==> config.mk <==
export PLATFORM = sky130hd
export DESIGN_NAME = instr_fetch_ctrl_flat
export DESIGN_NICKNAME = d
export VERILOG_FILES = /design/src/rtl/ifu_pkg.sv /design/src/rtl/instr_fetch_ctrl_if.sv /design/src/rtl/ifu_fifo.sv /design/src/rtl/instr_fetch_ctrl.sv /design/src/flat_wrapper.sv
export SDC_FILE = /design/constraint.sdc
export NUM_CORES = 1
export LEC_CHECK = 0
export BUFFER_PORTS_ARGS = -buffer_cell sky130_fd_sc_hd__buf_2
export CAP_MARGIN = 20
export CELL_PAD_IN_SITES_DETAIL_PLACEMENT = 0
export CELL_PAD_IN_SITES_GLOBAL_PLACEMENT = 1
export CORE_MARGIN = 5
export CORE_UTILIZATION = 51
export CTS_BUF_LIST = sky130_fd_sc_hd__clkbuf_4 sky130_fd_sc_hd__clkbuf_8
export DETAILED_ROUTE_END_ITERATION = 10
export GPL_TIMING_DRIVEN = 0
export PLACE_DENSITY = 0.85
export SETUP_SLACK_MARGIN = 0.1
export SYNTH_ARGS = -nofsm -noshare
export SYNTH_HDL_FRONTEND = slang
export SYNTH_SLANG_ARGS = --single-unit
export TNS_END_PERCENT = 30
==> constraint.sdc <==
create_clock -name clk -period 12.1 [get_ports clk]
set_input_delay 0.605 -clock clk [delete_from_list [all_inputs] [get_ports clk]]
set_output_delay 0.605 -clock clk [all_outputs]
set_load 0.01 [all_outputs]
==> src/rtl/ifu_pkg.sv <==
// Shared types and constants for the instruction fetch front end and the
// decode-side immediate generator.
package ifu_pkg;

    typedef enum logic [1:0] {IDLE, RUN, DRAIN} ifu_state_e;

    localparam logic [31:0] NOP_INSTR = 32'h0000_0013;

    // RV32 base opcodes (instr[6:0])
    localparam logic [6:0] OPC_LUI    = 7'b0110111;
    localparam logic [6:0] OPC_AUIPC  = 7'b0010111;
    localparam logic [6:0] OPC_JAL    = 7'b1101111;
    localparam logic [6:0] OPC_JALR   = 7'b1100111;
    localparam logic [6:0] OPC_BRANCH = 7'b1100011;
    localparam logic [6:0] OPC_LOAD   = 7'b0000011;
    localparam logic [6:0] OPC_STORE  = 7'b0100011;
    localparam logic [6:0] OPC_OP_IMM = 7'b0010011;
    localparam logic [6:0] OPC_OP     = 7'b0110011;
    localparam logic [6:0] OPC_SYSTEM = 7'b1110011;

endpackage

==> src/rtl/instr_fetch_ctrl_if.sv <==
// Bus bundle between the fetch controller, instruction memory, branch unit and decode.
// master = fetch controller side, slave = environment side.
interface instr_fetch_ctrl_if #(
    parameter int unsigned XLEN = 32
);
    logic            imem_req_valid;
    logic            imem_req_ready;
    logic [XLEN-1:0] imem_req_addr;
    logic            imem_rsp_valid;
    logic [XLEN-1:0] imem_rsp_data;
    logic            redirect_valid;
    logic [XLEN-1:0] redirect_pc;
    logic            dec_valid;
    logic            dec_ready;
    logic [XLEN-1:0] dec_instr;
    logic [XLEN-1:0] dec_pc;

    modport master (
        output imem_req_valid, imem_req_addr, dec_valid, dec_instr, dec_pc,
        input  imem_req_ready, imem_rsp_valid, imem_rsp_data,
               redirect_valid, redirect_pc, dec_ready
    );

    modport slave (
        input  imem_req_valid, imem_req_addr, dec_valid, dec_instr, dec_pc,
        output imem_req_ready, imem_rsp_valid, imem_rsp_data,
               redirect_valid, redirect_pc, dec_ready
    );
endinterface

==> src/rtl/ifu_fifo.sv <==
// Small synchronous FIFO with flush; DEPTH must be a power of two >= 2.
// Storage is not reset; only pointers and occupancy are.
module ifu_fifo #(
    parameter int unsigned DEPTH = 2,
    parameter int unsigned WIDTH = 64
) (
    input  logic                    clk,
    input  logic                    rst_n,
    input  logic                    push,
    input  logic [WIDTH-1:0]        wdata,
    input  logic                    pop,
    input  logic                    flush,
    output logic [WIDTH-1:0]        rdata,
    output logic [$clog2(DEPTH):0]  count
);
    localparam int unsigned AW = $clog2(DEPTH);

    logic [AW-1:0]    wr_ptr_q, wr_ptr_d, rd_ptr_q, rd_ptr_d;
    logic [AW:0]      count_q, count_d;
    logic [WIDTH-1:0] mem_q [DEPTH];
    logic [WIDTH-1:0] mem_d [DEPTH];
    logic             do_pop;

    always_comb begin
        do_pop   = pop && (count_q != '0);
        wr_ptr_d = wr_ptr_q;
        rd_ptr_d = rd_ptr_q;
        count_d  = count_q;
        mem_d    = mem_q;
        // Flush discards everything, including a same-cycle push or pop
        if (flush) begin
            wr_ptr_d = '0;
            rd_ptr_d = '0;
            count_d  = '0;
        end else begin
            if (push) begin
                mem_d[wr_ptr_q] = wdata;
                wr_ptr_d        = wr_ptr_q + AW'(1);
            end
            if (do_pop) begin
                rd_ptr_d = rd_ptr_q + AW'(1);
            end
            count_d = count_q + (AW+1)'(push) - (AW+1)'(do_pop);
        end
    end

    always_ff @(posedge clk or negedge rst_n) begin
        if (!rst_n) begin
            wr_ptr_q <= '0;
            rd_ptr_q <= '0;
            count_q  <= '0;
        end else begin
            wr_ptr_q <= wr_ptr_d;
            rd_ptr_q <= rd_ptr_d;
            count_q  <= count_d;
        end
    end

    always_ff @(posedge clk) begin
        mem_q <= mem_d;
    end

    assign rdata = mem_q[rd_ptr_q];
    assign count = count_q;
endmodule

==> src/rtl/instr_fetch_ctrl.sv <==
// Instruction fetch sequencer: PC, credit-limited IMEM requests, instruction buffer,
// redirect flush/drain. Optional stall counter when IFU_PERF_EN is defined.
module instr_fetch_ctrl
    import ifu_pkg::*;
#(
    parameter int unsigned     XLEN       = 32,
    parameter logic [XLEN-1:0] RESET_PC   = '0,
    parameter int unsigned     FIFO_DEPTH = 2
) (
    input  logic                clk,
    input  logic                rst_n,
    instr_fetch_ctrl_if.master  bus
`ifdef IFU_PERF_EN
    ,
    output logic [31:0]         perf_stall_cnt
`endif
);
    localparam int unsigned CW      = $clog2(FIFO_DEPTH) + 1;
    localparam logic [CW:0] DEPTH_L = (CW+1)'(FIFO_DEPTH);

    ifu_state_e        state_q, state_d;
    logic [XLEN-1:0]   pc_q, pc_d;
    logic [CW-1:0]     outstanding_q, outstanding_d;

    logic              credit_ok, req_valid, req_fire, rsp_ok, rsp_push, dec_pop, buf_valid;
    logic [XLEN-1:0]   redirect_tgt, tag_pc, head_pc, head_instr;
    logic [2*XLEN-1:0] buf_rdata;
    logic [CW-1:0]     fifo_count, tag_count;

    always_comb begin
        redirect_tgt  = bus.redirect_pc & ~XLEN'(3);
        // Credits cover both in-flight requests and buffered instructions, so a
        // response always has a slot waiting for it.
        credit_ok     = ({1'b0, outstanding_q} + {1'b0, fifo_count}) < DEPTH_L;
        req_valid     = (state_q == RUN) && !bus.redirect_valid && credit_ok;
        req_fire      = req_valid && bus.imem_req_ready;
        rsp_ok        = bus.imem_rsp_valid && (outstanding_q != '0);
        rsp_push      = rsp_ok && (state_q == RUN) && !bus.redirect_valid;
        buf_valid     = (fifo_count != '0);
        dec_pop       = buf_valid && bus.dec_ready;
        outstanding_d = outstanding_q + CW'(req_fire) - CW'(rsp_ok);

        pc_d = pc_q;
        if (bus.redirect_valid) begin
            pc_d = redirect_tgt;
        end else if (req_fire) begin
            pc_d = pc_q + XLEN'(4);
        end

        state_d = state_q;
        case (state_q)
            IDLE:    state_d = RUN;
            RUN:     if (bus.redirect_valid && (outstanding_d != '0)) state_d = DRAIN;
            DRAIN:   if (outstanding_d == '0) state_d = RUN;
            default: state_d = IDLE;
        endcase
    end

    always_ff @(posedge clk or negedge rst_n) begin
        if (!rst_n) begin
            state_q       <= IDLE;
            pc_q          <= RESET_PC;
            outstanding_q <= '0;
        end else begin
            state_q       <= state_d;
            pc_q          <= pc_d;
            outstanding_q <= outstanding_d;
        end
    end

    // Tags of issued addresses, consumed in order by every response (kept or dropped)
    ifu_fifo #(.DEPTH(FIFO_DEPTH), .WIDTH(XLEN)) u_tag_fifo (
        .clk(clk), .rst_n(rst_n),
        .push(req_fire), .wdata(pc_q), .pop(rsp_ok), .flush(1'b0),
        .rdata(tag_pc), .count(tag_count)
    );

    ifu_fifo #(.DEPTH(FIFO_DEPTH), .WIDTH(2*XLEN)) u_instr_fifo (
        .clk(clk), .rst_n(rst_n),
        .push(rsp_push), .wdata({tag_pc, bus.imem_rsp_data}), .pop(dec_pop),
        .flush(bus.redirect_valid),
        .rdata(buf_rdata), .count(fifo_count)
    );

    assign {head_pc, head_instr} = buf_rdata;

    assign bus.imem_req_valid = req_valid;
    assign bus.imem_req_addr  = pc_q;
    assign bus.dec_valid      = buf_valid;
    assign bus.dec_instr      = buf_valid ? head_instr : XLEN'(NOP_INSTR);
    assign bus.dec_pc         = buf_valid ? head_pc : '0;

`ifdef IFU_PERF_EN
    logic [31:0] stall_cnt_q, stall_cnt_d;

    always_comb begin
        stall_cnt_d = stall_cnt_q;
        if ((state_q == RUN) && !buf_valid && (stall_cnt_q != '1)) begin
            stall_cnt_d = stall_cnt_q + 32'd1;
        end
    end

    always_ff @(posedge clk or negedge rst_n) begin
        if (!rst_n) begin
            stall_cnt_q <= '0;
        end else begin
            stall_cnt_q <= stall_cnt_d;
        end
    end

    assign perf_stall_cnt = stall_cnt_q;
`endif

`ifndef SYNTHESIS
    a_rsp_needs_outstanding: assert property (@(posedge clk) disable iff (!rst_n)
        bus.imem_rsp_valid |-> (outstanding_q != '0));
    a_tags_track_outstanding: assert property (@(posedge clk) disable iff (!rst_n)
        tag_count == outstanding_q);
`endif
endmodule

==> src/flat_wrapper.sv <==
// flat-port wrapper written by rule: the top's interface ports become plain ports
module instr_fetch_ctrl_flat import ifu_pkg::*;
#(
    parameter int unsigned     XLEN       = 32,
    parameter logic [XLEN-1:0] RESET_PC   = '0,
    parameter int unsigned     FIFO_DEPTH = 2
)
  (clk, rst_n, bus_imem_req_valid, bus_imem_req_addr, bus_dec_valid, bus_dec_instr, bus_dec_pc, bus_imem_req_ready, bus_imem_rsp_valid, bus_imem_rsp_data, bus_redirect_valid, bus_redirect_pc, bus_dec_ready);
  instr_fetch_ctrl_if #(.XLEN(XLEN)) bus_i ();
  input  logic clk;
  input  logic rst_n;
  output wire logic [$bits(bus_i.imem_req_valid)-1:0] bus_imem_req_valid;
  output wire logic [$bits(bus_i.imem_req_addr)-1:0] bus_imem_req_addr;
  output wire logic [$bits(bus_i.dec_valid)-1:0] bus_dec_valid;
  output wire logic [$bits(bus_i.dec_instr)-1:0] bus_dec_instr;
  output wire logic [$bits(bus_i.dec_pc)-1:0] bus_dec_pc;
  input wire logic [$bits(bus_i.imem_req_ready)-1:0] bus_imem_req_ready;
  input wire logic [$bits(bus_i.imem_rsp_valid)-1:0] bus_imem_rsp_valid;
  input wire logic [$bits(bus_i.imem_rsp_data)-1:0] bus_imem_rsp_data;
  input wire logic [$bits(bus_i.redirect_valid)-1:0] bus_redirect_valid;
  input wire logic [$bits(bus_i.redirect_pc)-1:0] bus_redirect_pc;
  input wire logic [$bits(bus_i.dec_ready)-1:0] bus_dec_ready;
  assign bus_imem_req_valid = bus_i.imem_req_valid;
  assign bus_imem_req_addr = bus_i.imem_req_addr;
  assign bus_dec_valid = bus_i.dec_valid;
  assign bus_dec_instr = bus_i.dec_instr;
  assign bus_dec_pc = bus_i.dec_pc;
  assign bus_i.imem_req_ready = bus_imem_req_ready;
  assign bus_i.imem_rsp_valid = bus_imem_rsp_valid;
  assign bus_i.imem_rsp_data = bus_imem_rsp_data;
  assign bus_i.redirect_valid = bus_redirect_valid;
  assign bus_i.redirect_pc = bus_redirect_pc;
  assign bus_i.dec_ready = bus_dec_ready;
  instr_fetch_ctrl #(.XLEN(XLEN), .RESET_PC(RESET_PC), .FIFO_DEPTH(FIFO_DEPTH)) u_core (.clk(clk), .rst_n(rst_n), .bus(bus_i));
endmodule
---- Yosys cells after proc, flatten, opt, wreduce, memory -nomap -nowiden ----
Index checks and enable logic that the tools add are counted.
storage, ports and cells
  register bits after elaboration ......... 236
  bits of input ports ..................... 70
  output and inout bits ................... 98
  word-level logic and storage cells ...... 89
operators by class
  add/subtract/negate cells ............... 12
  $lt $le $gt $ge ......................... 7
  equality and inequality tests ........... 4
  muxes and demuxes ....................... 24
  bitwise operators ....................... 5
  reduce and logical (&&, ||, !) cells .... 24
operators with widths
  operator                                                    number
  two-way mux 32 bit                                          8
  two-way mux 64 bit                                          4
  bitwise mux 128 bit                                         1
  bitwise mux 64 bit                                          1
  demux 64 bit (select 1 bit)                                 1
  adder 32 x 3 -> 32 bit, second input constant               1
  demux 32 bit (select 1 bit)                                 1
  nonzero test 2 bit                                          7
  logical AND 1 bit                                           12
  greater-or-equal comparator 2 bit, second input constant    4
  inverter 1 -> 2 bit                                         4
  adder 2 x 1 -> 2 bit                                        3
  two-way mux 2 bit                                           3
  case mux 2 bit (3 select lines)                             1
  subtractor 2 x 1 -> 2 bit                                   3
  adder 1 bit, second input constant                          4
  logical NOT 2 bit                                           2
  less-than comparator 2 x 1 -> 1 bit, second input constant  2
  two-way mux 1 bit                                           4
  AND reduction 2 bit                                         2
  adder 2 x 2 -> 3 bit                                        1
  less-than comparator 3 x 2 -> 1 bit, second input constant  1
  == test 2 x 1 -> 1 bit, second input constant               1
  == test 2 bit, second input constant                        1
  4 further kinds                                             4

---- Logic depth before layout (Yosys ltp) ----
  depth after elaboration ................. 10
  gate-level depth with buffers ........... 10
  depth with buffers taken out ............ 10

---- Cells and area by module ----
A second synthesis with hierarchy kept.
unflattened totals
  cell total of the unflattened synthesis .. 658
  area, all modules ....................... 10003.3 um2
modules (own cells, without submodules)
  module                           times used  cells an instance  area each (um2)  seq. area each (um2)
  ifu_fifo at u_core.u_instr_fifo  1           218                4853.4           3943.8
  instr_fetch_ctrl                 1           321                2588.7           850.8
  ifu_fifo at u_core.u_tag_fifo    1           119                2561.2           2021.9

---- Worst setup path after synthesis ----
No wires, ideal clock.
  path kind ............................... reg2reg
  start ................................... register u_core.state_q[0]
  end ..................................... register u_core.u_instr_fifo.mem_q[0] in the netlist's numbering, enable pin
  setup time .............................. 0.482 ns
  arrival ................................. 3.709 ns
  required time ........................... 11.618 ns
  slack ................................... 7.908 ns
  cell stages (with the launch flop) ...... 6
  buffers on the path ..................... 2
  period minus slack after synthesis ...... 4.192 ns
  cells stage by stage .................... dfrtp_1 nor2b_1 clkbuf_1 clkbuf_1 nand3_1 nor2_1
between the ends
  word-level cells in the longest chain between the ends .. 4
ends and longest elaborated chain
  element                          RTL line                source
  from (decl)                      instr_fetch_ctrl.sv:21  ifu_state_e state_q, state_d;
  from (signal assigned)           instr_fetch_ctrl.sv:65  state_q <= state_d;
  == test 2 x 1 -> 1 bit           instr_fetch_ctrl.sv:38  rsp_push = rsp_ok && (state_q == RUN) && !bus.redirect_valid;
  logical AND 1 bit (2 in series)  instr_fetch_ctrl.sv:38
  AND reduction 2 bit (no line)    n/a
  to (signal assigned)             ifu_fifo.sv:60          mem_q <= mem_d;
  to (decl)                        ifu_fifo.sv:20          logic [WIDTH-1:0] mem_q [DEPTH];
No other way between the ends.
A chain may end at the register's enable or synchronous reset.

---- Worst setup path after layout ----
  start ................................... register u_core.u_instr_fifo.count_q[1] (netlist: u_core.u_instr_fifo.count[1])
  end ..................................... output port bus_dec_instr[25]
between the ends
  word-level cells in the longest chain between the ends .. 2
ends and longest elaborated chain
  element                 RTL line                source
  from (decl)             ifu_fifo.sv:19          logic [AW:0] count_q, count_d;
  from (signal assigned)  ifu_fifo.sv:55          count_q <= count_d;
  nonzero test 2 bit      instr_fetch_ctrl.sv:39  buf_valid = (fifo_count != '0);
  two-way mux 32 bit      instr_fetch_ctrl.sv:90  assign bus.dec_instr = buf_valid ? head_instr : XLEN'(NOP_INSTR);
  to (decl)               flat_wrapper.sv:15      output wire logic [$bits(bus_i.dec_instr)-1:0] bus_dec_instr;
No other way between the ends.

==> run summary <==
==================================================================================
Outcome                                                               complete, no violations
Total number of nets in the final design                                       956
Placement-stage cell area                                                10760 um2
Worst Setup Start Kind                                                   flip-flop
Placed wire-length estimate after detailed placement                      16.33 mm
Total number of H-tree levels                                                    2
Remaining number of nets flagged by the antenna check after routing              0
Final wirelength                                                          22.90 mm
Power density over cell area                                          206.5 nW/um2
Peak supply drop                                                        0.09927 mV
Crit path buffers/inverters                                                      3
Crit Path Category                                                         reg2out
Total number of clock tree sinks                                               226
Global Route Usage Sum                                                      21.32%
Type of destination of the critical path                                output pin
Max stage delay cell, worst path                                            nor2_1
Number of filler cells placed in the layout                                   1433
Post-synthesis instance area                                              9517 um2
Cells traversed along the worst timing path                           nor2_1 -> clkbuf_1 -> buf_1 -> nor2_1 -> buf_2
Setup tns final                                                               0 ns
Yosys warning count                                                              0
Total overflow reported by the global router                                     0
Delay-heaviest family, CP                                             buffers and inverters
Layout cell share with drive strength beyond 1                              31.90%
DRC violation total after the first TritonRoute iteration                      378
Worst Path Max Fanout                                                           10
Number of standard cells after synthesis                                       667
Worst EP arrival                                                           2.80 ns
Overall die area                                                         21490 um2
Core footprint                                                           18520 um2
Pin count of the biggest net entering global routing                            43
Final weighted congestion in routability-driven placement                   0.8569
Final count of pins violating max slew                                           0
Async set or reset register ratio after synthesis                           18.58%
Share of cell area taken by muxes after synthesis                           10.29%
Count of cell types in the netlist                                              58
Rel. slew slack                                                             33.79%
FP Rows                                                                         50
Critical path required time                                               11.49 ns
Number of I/O port buffers                                                     161
Die height                                                                146.6 um
Number of enable flip-flop cells after synthesis                               184
Reg clk slew, reported paths                                               0.06 ns
Vias in the first global route                                                6585
Die Wd                                                                    146.6 um
Latest clock arrival within the worst-skew pair                            0.52 ns
Adder-cell share of the synthesized area                                    1.131%
Simple-gate area share of the yosys netlist                                 11.25%
Global-route wire length before repair                                    36.06 mm
Number of maximum-capacitance constraint violations                              0
Synth Area in XOR/XNOR                                                     0.8283%
Smallest setup slack after layout                                         8.694 ns
Number of antenna diodes                                                         0
Iteration count of the initial detailed-routing pass                             5
Peak per-stage delay on the critical path                                  0.77 ns
Sequential area share after synthesis                                       69.10%
Number of primary I/O pins                                                     168
Top_reg_cell synth                                                        edfxtp_1
Vias per Instance                                                            5.563
TritonCTS clock tree                                                           yes
Combinational family with the most area after synthesis               simple AND/OR/NAND/NOR gates
Worst setup timing slack at the placement stage                           8.867 ns
CTS root buf                                                              clkbuf_8
Leading cell type in the layout, fill and taps excluded                   edfxtp_1
Complex-gate fraction of the synthesized area                               5.180%
Effective utilization at floorplan                                          51.39%
Total count of hold-check failures in the final report                           0
Most common cell on crit path                                               nor2_1
Utilization of the core after routing                                       62.56%
Transition time at the pin with the least slew margin                    0.9894 ns
Count of cells resized by post-cts repair                                        0
Period utilization                                                          28.15%
Number of buffers inserted during clock tree synthesis                          37
Final standard cell area without fillers                                 11580 um2
Leakage component of the power                                            4.393 nW
Antenna violations before repair                                                 0
Post-DR wirelength/cell                                                   20.09 um
Setup repair after global routing missed its margin                          false
Maximum number of buffers from clock root to sink                                3
Achievable frequency                                                    0.2936 GHz
Layout-stage area growth over the synthesis result                          21.73%
Worst hold path class                                                       in2reg
Register bit total from synthesis                                              226
Count of endpoints failing setup in the final report                             0
Leading cell types in the layout, fill and taps excluded              184 x edfxtp_1, 164 x buf_2, 75 x nor2_1
Total via count after detailed routing                                        6342
Clock period minus worst slack                                            3.406 ns
DRC Markers                                                                      0
Average size of a mapped cell                                            14.27 um2
Worst clock skew                                                        0.01255 ns
==================================================================================
[cells by family (layout without fill, tap and decap cells)]
kind of cell | count (synthesis) | after routing
XOR/XNOR | 9 | 9
other | 1 | 4
multiplexers | 94 | 94
flip-flops | 226 | 226
AO/OA/AOI/OAI | 65 | 65
adder cells (fa/ha/maj) | 8 | 8
AND/OR/NAND/NOR | 214 | 214
buffers and inverters | 50 | 286
[path summary, 6_finish.rpt]
kind	start	to	slack [ns]	cells past startpoint
max	u_core.u_instr_fifo.count[1]	bus_dec_instr[25]	8.69	5
min	bus_imem_rsp_data[6]	u_core.u_instr_fifo.mem_q[6]	0.28	1
max reg2reg	u_core.u_instr_fifo.count[0]	u_core.u_tag_fifo.mem_q[49]	8.85	7
min reg2reg	u_core.bus.imem_req_addr[12]	u_core.u_tag_fifo.mem_q[12]	0.51	0
max in group asynchronous	rst_n	u_core.bus.imem_req_addr[17]	11.19	3
min in group asynchronous	rst_n	u_core.state_q[0]	0.45	2
[flip-flops by register name (all words and copies together) (netlist names), 2 cells and up]
register / count
u_core.bus.imem_req_addr: 30
u_core.outstanding_q: 2
u_core.u_instr_fifo.mem_q: 124
u_core.u_tag_fifo.count: 2
u_core.state_q: 2
u_core.u_instr_fifo.count: 2
u_core.u_tag_fifo.mem_q: 60
[cells in the mapped netlist (7+ instances only)]
| master | count | area [um2] |
|---|---|---|
| clkbuf_1 | 22 | 82.58 |
| nor2b_1 | 7 | 43.79 |
| inv_1 | 13 | 48.80 |
| mux2_2 | 31 | 349.1 |
| nand2_1 | 35 | 131.4 |
| xnor2_1 | 7 | 61.31 |
| nor2_1 | 78 | 292.8 |
| nand4_1 | 13 | 81.33 |
| a221o_1 | 9 | 90.09 |
| dfrtp_1 | 42 | 1051 |
| ha_1 | 7 | 87.58 |
| or4_1 | 7 | 52.55 |
| mux2i_1 | 63 | 630.6 |
| nor4_1 | 9 | 56.30 |
| edfxtp_1 | 184 | 5525 |
| nand3_1 | 27 | 135.1 |
| nor3_1 | 11 | 55.05 |
| o21ai_0 | 14 | 70.07 |
[per-stage QoR]
stage	std cells	total power [mW]	hold slack, ns
floorplan	670	1.452	0.3094
global placement	1065	1.691	0.4633
detailed placement	1071	1.722	0.4932
CTS	1138	2.416	0.2436
global route	1140	2.522	0.2461
finish	1140	2.392	0.2800
[per-layer routing]
layer / up-vias / global-route usage, % / part of all wire (%)
li1: 2964 / - / -
met1: 3071 / 28.03 / 42
met2: 268 / 35.03 / 48
met3: 39 / 5.028 / 7.0
met4: 0 / 7.338 / 2.6
met5: - / 0 / 0
[power by group]
part / internal [mW] / switching (mW)
Clock: 0.404 / 0.284
Combinational: 0.262 / 0.404
Sequential: 0.965 / 0.0719
Total: 1.63 / 0.759
[worst reg2reg max path, stage by stage, from the launching register on]
cell	delay [ns]
dfrtp_1	0.39
and2_1	0.17
fa_1	0.49
nor4b_2	0.40
nand2_1	0.33
clkbuf_1	0.40
nor2_4	0.52
buf_16	0.23
[timing repair]
| item | in CTS | in global routing |
|---|---|---|
| buffers inserted | 0 | 0 |
| hold endpoints to repair | 0 | 5 |
| hold buffers | 0 | 1 |
[cell type report]
class	instances	area, um2	share of cell area (%)
Buffer	35	150.1	1.296
Tap cell	234	292.8	2.527
Timing Repair Buffer	169	948.4	8.187
Sequential cell	226	6576	56.77
Inverter	15	56.30	0.4860
Clock buffer	60	732.0	6.318
Clock inverter	7	60.06	0.5184
Multi-Input combinational cell	394	2769	23.90
Power figures use the tool's default switching activity.
